`config.mk`:
```
export PLATFORM = sky130hd
export DESIGN_NAME = wb_riot
export DESIGN_NICKNAME = d
export VERILOG_FILES = /design/src/rtl/wb_riot.sv
export SDC_FILE = /design/constraint.sdc
export NUM_CORES = 1
export LEC_CHECK = 0
export BUFFER_PORTS_ARGS = -buffer_cell sky130_fd_sc_hd__clkbuf_2
export CAP_MARGIN = 20
export CORE_UTILIZATION = 49
export CTS_CLUSTER_DIAMETER = 50
export DETAILED_ROUTE_END_ITERATION = 12
export GPL_TIMING_DRIVEN = 0
export PLACE_DENSITY_LB_ADDON = 0.12
export RECOVER_POWER = 50
export SYNTH_ARGS = -nofsm -noshare
export SYNTH_HDL_FRONTEND = slang
export SYNTH_SLANG_ARGS = --single-unit
```
`constraint.sdc`:
```
create_clock -name clk_i -period 3.5 [get_ports clk_i]
set_input_delay 0.35 -clock clk_i [delete_from_list [all_inputs] [get_ports clk_i]]
set_output_delay 0.35 -clock clk_i [all_outputs]
set_load 0.005 [all_outputs]
```
`src/rtl/wb_riot.sv`:
```
// 6532 RIOT as a Wishbone slave: 128 B RAM, two I/O ports, interval timer, PA7 edge detect.
// Every side effect is qualified by cpu_en_i so a long-held bus access acts once per CPU cycle.
module wb_riot #(
  parameter int WB_ADDR_WIDTH = 16,
  parameter int WB_DATA_WIDTH = 8
) (
  input  logic                     clk_i,
  input  logic                     rst_i,
  input  logic                     cpu_en_i,
  input  logic                     stb_i,
  input  logic                     we_i,
  input  logic [WB_ADDR_WIDTH-1:0] adr_i,
  input  logic [WB_DATA_WIDTH-1:0] dat_i,
  output logic                     ack_o,
  output logic [WB_DATA_WIDTH-1:0] dat_o,
  input  logic [7:0]               pa_i,
  output logic [7:0]               pa_o,
  output logic [7:0]               pa_oe,
  input  logic [7:0]               pb_i,
  output logic [7:0]               pb_o,
  output logic [7:0]               pb_oe,
  output logic                     irq_o
);

  logic [7:0] ram [0:127];
  logic [7:0] ora, ddra, orb, ddrb, timer, rd_data;
  logic [9:0] prescaler, reload;
  logic [1:0] iv_sel;
  logic       underflowed, timflg, pa7flg, tim_ie, pa7_ie, edge_pos, pa7_q;
  logic       act, wr, rd, ram_we, io_we, tim_load, edge_we, rd_intim, rd_timint;
  logic       tick_dec, wrap, pa7_edge;
  logic       unused_adr;

  assign unused_adr = ^{adr_i[WB_ADDR_WIDTH-1:10], adr_i[8:7], adr_i[5]};

  function automatic logic [9:0] reload_of(input logic [1:0] s);
    case (s)
      2'd0:    return 10'd0;
      2'd1:    return 10'd7;
      2'd2:    return 10'd63;
      default: return 10'd1023;
    endcase
  endfunction

  assign act       = stb_i & cpu_en_i;
  assign wr        = act & we_i;
  assign rd        = act & ~we_i;
  assign ram_we    = wr & ~adr_i[9];
  assign io_we     = wr & adr_i[9] & ~adr_i[2];
  assign tim_load  = wr & adr_i[9] & adr_i[2] & adr_i[4];
  assign edge_we   = wr & adr_i[9] & adr_i[2] & ~adr_i[4];
  assign rd_intim  = rd & adr_i[9] & adr_i[2] & ~adr_i[0];
  assign rd_timint = rd & adr_i[9] & adr_i[2] & adr_i[0];

  assign reload   = reload_of(iv_sel);
  // once underflowed the prescaler is bypassed: decrement on every tick
  assign tick_dec = underflowed | (prescaler == 10'd0);
  assign wrap     = tick_dec & (timer == 8'd0);
  assign pa7_edge = cpu_en_i & (edge_pos ? (~pa7_q & pa_i[7]) : (pa7_q & ~pa_i[7]));

  assign pa_o  = ora;
  assign pa_oe = ddra;
  assign pb_o  = orb;
  assign pb_oe = ddrb;

  always_comb begin
    rd_data = 8'h00;
    if (!adr_i[9])
      rd_data = ram[adr_i[6:0]];
    else if (!adr_i[2]) begin
      case (adr_i[1:0])
        2'd0:    rd_data = (pa_i & ~ddra) | (ora & ddra);
        2'd1:    rd_data = ddra;
        2'd2:    rd_data = (pb_i & ~ddrb) | (orb & ddrb);
        default: rd_data = ddrb;
      endcase
    end else if (adr_i[0])
      rd_data = {timflg, pa7flg, 6'b0};
    else
      rd_data = timer;
  end

  always_ff @(posedge clk_i)
    if (!rst_i && ram_we) ram[adr_i[6:0]] <= dat_i;

  always_ff @(posedge clk_i) begin
    if (rst_i) begin
      ack_o       <= 1'b0;
      dat_o       <= '0;
      irq_o       <= 1'b0;
      ora         <= 8'h00;
      ddra        <= 8'h00;
      orb         <= 8'h00;
      ddrb        <= 8'h00;
      timer       <= 8'h00;
      iv_sel      <= 2'd3;
      prescaler   <= 10'd1023;
      underflowed <= 1'b0;
      timflg      <= 1'b0;
      pa7flg      <= 1'b0;
      tim_ie      <= 1'b0;
      pa7_ie      <= 1'b0;
      edge_pos    <= 1'b0;
      pa7_q       <= 1'b0;
    end else begin
      ack_o <= stb_i;
      dat_o <= rd_data;
      irq_o <= (timflg & tim_ie) | (pa7flg & pa7_ie);

      if (io_we) begin
        case (adr_i[1:0])
          2'd0:    ora  <= dat_i;
          2'd1:    ddra <= dat_i;
          2'd2:    orb  <= dat_i;
          default: ddrb <= dat_i;
        endcase
      end

      if (edge_we) begin
        edge_pos <= adr_i[0];
        pa7_ie   <= adr_i[1];
      end

      if (cpu_en_i) begin
        pa7_q <= pa_i[7];
        if (tim_load) begin
          timer       <= dat_i;
          iv_sel      <= adr_i[1:0];
          prescaler   <= reload_of(adr_i[1:0]);
          underflowed <= 1'b0;
          timflg      <= 1'b0;
          tim_ie      <= adr_i[3];
        end else begin
          if (tick_dec) begin
            timer <= timer - 8'd1;
            if (!underflowed) prescaler <= reload;
          end else
            prescaler <= prescaler - 10'd1;
          // underflow beats a simultaneous INTIM read
          if (wrap) begin
            timflg      <= 1'b1;
            underflowed <= 1'b1;
          end else if (rd_intim) begin
            timflg      <= 1'b0;
            underflowed <= 1'b0;
          end
          if (rd_intim) begin
            tim_ie    <= adr_i[3];
            prescaler <= reload;
          end
        end
        if (pa7_edge)       pa7flg <= 1'b1;
        else if (rd_timint) pa7flg <= 1'b0;
      end
    end
  end

endmodule

```
==> impl_metrics.py <==
metrics = {
    "outcome": {
        "status": "complete, but fails checks",
        "failed_checks": "max-capacitance violations, max-slew violations, negative setup slack",
    },
    "critical_path": {
        "rrSetupSlack_ns": 0.74,
        "worstSetupPathType": "input port to flop",
        "startpoint": "adr_i[4]",
        "endpoint": "dat_o[0]",
        "cp.arrival_ns": 4.47,
        "regToRegStartpoint": "ram[7][4]",
        "start_kind": "input port",
        "crit_fanout": 10,
        "required_ns": 4.10,
        "end_kind": "flop",
        "r2r.worst_path.cells": 6,
        "worstReg2RegEnd": "dat_o[4]",
    },
    "finish": {
        "area_growth_pct": 15.44,
        "final_core_util_pct": 57.36,
        "fill_cells": 6620,
        "multi_input_area_um2": 10950,
        "layout.cells.non_filler": 3832,
        "nets": 2622,
        "final-seq-area_um2": 32110,
        "layout-drive-gt1-share_pct": 26.05,
    },
    "synthesis": {
        "post-synth-top-area-cell": "edfxtp_1",
        "synth_area_leaders": "edfxtp_1 71%, mux4_2 10%, mux2i_1 4.0%",
        "synth_seq_cells": 1092,
        "synth_edf_count": 1024,
        "yosys.cell_types.count": 66,
        "synth_area_um2": 43240,
        "yosysWarnings": 0,
        "async_flop_share_pct": 0,
        "syn_area_per_cell_um2": 18.31,
        "netlist_instances": 2362,
        "yosys_most_used_dff": "edfxtp_1",
        "yosysTopAreaCellShare_pct": 71.11,
        "synth_nets": 2410,
        "ys_seq_area_share_pct": 74.26,
    },
    "timing": {
        "fin_crit_sh_pct": 110.4,
        "whs_ns": 0.04070,
        "tns_ns": -24.36,
        "finalSetupViolCount": 346,
        "tightest_slew_ns": 3.186,
        "hold_viol": 0,
        "fin_worst_skew_ns": 0.03679,
        "fmax_ghz": 0.2587,
        "max_slew_margin_pct": -112.4,
        "period_minus_slack_ns": 3.865,
        "setup_slack_ns": -0.3651,
        "grt_setup_unrepaired": "true",
        "drv_slew": 1003,
    },
    "placement": {
        "place_congestion": 1.006,
        "hpwl_mm": 99.24,
        "io_buffers": 72,
        "dp.cells": 3607,
    },
    "clock_network": {
        "cts_root_buffer": "clkbuf_16",
        "clockBufferDepth": 3,
        "clk_latency_ns": 0.71,
        "h-tree-depth": 3,
        "numCtsBuffers": 121,
        "cts_tree": "yes",
        "cts.sinks": 1092,
        "clk_transition_reported_paths_ns": 0.07,
    },
    "detailed_routing": {
        "ant_nets": 0,
        "via_per_inst": 6.779,
        "wl_per_cell_um": 40.10,
        "drc": 0,
        "firstDrtPassIters": 6,
        "wirelength_mm": 153.7,
        "vias": 25980,
        "drt_iter0_drc": 4169,
    },
    "grt": {
        "grtUsageTotal_pct": 34.43,
        "grt_pass1_wl_mm": 207.5,
        "grt_max_degree": 134,
        "grt_pass1_vias": 25000,
        "antenna_found_initial": 6,
        "grt-ovfl-total": 0,
    },
    "power_and_ir_drop": {
        "powerDensity_nw_per_um2": 578.4,
        "report.power.total_mw": 28.87,
        "ir_drop_mv": 0.4199,
        "leakage_nw": 15.88,
    },
    "die": {
        "fp.dieW_um": 299.1,
        "initial_core_util_pct": 49.69,
        "core_um2": 87020,
        "dieArea_um2": 89440,
        "fp-row-count": 108,
        "ios": 87,
        "fp.dieH_um": 299.1,
    },
    "min_path": {
        "hold_class": "input port to flop",
        "holdPathStages": 2,
    },
    "run": {
        "maxCapViolCount": 9,
    },
}
## cells in the final DEF, fill, tap and decap left out, types with 12 or more instances in the layout
master / instances
a31oi_1: 22
clkbuf_16: 123
inv_6: 12
nand2_1: 102
a211oi_1: 28
buf_2: 28
mux2i_1: 171
mux2_2: 13
nand3_1: 26
edfxtp_1: 1024
clkinvlp_4: 13
a21oi_1: 42
o21ai_0: 41
nor2_2: 64
o22ai_1: 25
o211ai_1: 13
clkinv_2: 15
clkbuf_2: 80
a22oi_1: 28
buf_4: 44
mux4_2: 200
clkinv_1: 25
o221ai_1: 14
nor2_4: 40
nand2b_1: 14
bufinv_16: 13
clkbuf_1: 60
nor2_1: 115
dfxtp_1: 68
## state kept, by name (all words and copies together), names as in the netlist
register	count
ack_o	1
pb_oe	8
edge_pos	1
tim_ie	1
ram	1024
timer	8
dat_o	8
iv_sel	2
timflg	1
pa7flg	1
pa_oe	8
prescaler	10
pa_o	8
irq_o	1
pb_o	8
pa7_q	1
pa7_ie	1
## stage by stage
step	instance area, um^2	worst slack [ns]
floorplan	43240	0.6793
global placement	45050	-2.605
detailed placement	45430	-2.724
CTS	49930	-0.1887
global route	49910	-0.1207
finish	49920	-0.3651
## worst min-delay path by stage
stage | startpoint | to
after global placement | tim_ie | tim_ie
after detailed placement | tim_ie | tim_ie
after global routing | cpu_en_i | pa7flg
after floorplan | tim_ie | tim_ie
final | rst_i | ack_o
after CTS | cpu_en_i | pa7flg
## cell usage after synthesis, types with 6 or more instances
cell and count:
edfxtp_1 1024, nor2_1 219, mux4_2 200, mux2i_1 171
nand2_1 105, dfxtp_1 68, clkbuf_1 56, buf_2 53
a21oi_1 42, o21ai_0 41, nand3_1 29, a211oi_1 28
a22oi_1 28, o22ai_1 25, a31oi_1 23, buf_4 19
nand2b_1 14, o221ai_1 14, mux2_2 13, o211ai_1 13
a221oi_1 11, nor2b_1 11, nor3_1 11, a21o_1 10
buf_1 9, a311oi_1 8, inv_1 8, xor2_1 8
and2_1 6, nand3b_1 6, nor3b_1 6, o21a_1 6
## metal layers
metal	up-vias	share of wire [%]	wire (um)	global-route usage [%]
met2	1962	44	67920	51.02
met3	413	12	18780	10.13
li1	10010	-	-	-
met5	-	0.077	119	0
met4	8	5.5	8512	16.36
met1	13590	38	58340	47.08
## cell families (layout without fill, tap and decap cells)
logic type               Yosys count  count (layout)  synth area share (%)
XOR/XNOR                          12              12                0.2431
adder cells (fa/ha/maj)            3               3               0.08682
buffers and inverters            147             461                 1.612
AND/OR/NAND/NOR                  434             434                 4.392
other                              0               1                     0
AO/OA/AOI/OAI                    290             290                 4.691
flip-flops                      1092            1092                 74.26
multiplexers                     384             384                 14.71
## final cells by class
type	count	share of cell area, %
Inverter	9	0.06768
Timing Repair Buffer	94	1.313
Sequential cell	1092	64.33
Tap cell	1155	2.895
Antenna cell	1	0.005013
Clock buffer	140	6.294
Buffer	133	1.506
Clock inverter	85	1.649
Multi-Input combinational cell	1123	21.94
## timing repair
action / CTS / global route
gates resized for setup: 173 / 34
buffers inserted: 1 / 0
endpoints found under the hold margin: 2 / 0
pin swaps: 1 / 0
hold buffers: 2 / 0
setup endpoints to repair: 993 / 481
## power breakdown
group	switching [mW]	leakage [nW]	internal, mW
sequential	0.0141	9.75	14.3
combinational	1.30	4.23	0.483
clock	5.36	1.90	7.40
total	6.67	15.9	22.2
## worst max-delay path, stage by stage
cell	delay, ns
buf_2	0.23
clkdlybuf4s15_2	0.51
nor2b_2	0.68
nand2_1	0.71
o22ai_1	0.49
a211oi_1	0.11
a2111oi_1	0.87
a211oi_1	0.25
a21oi_1	0.26
Power figures use the tool's default switching activity.
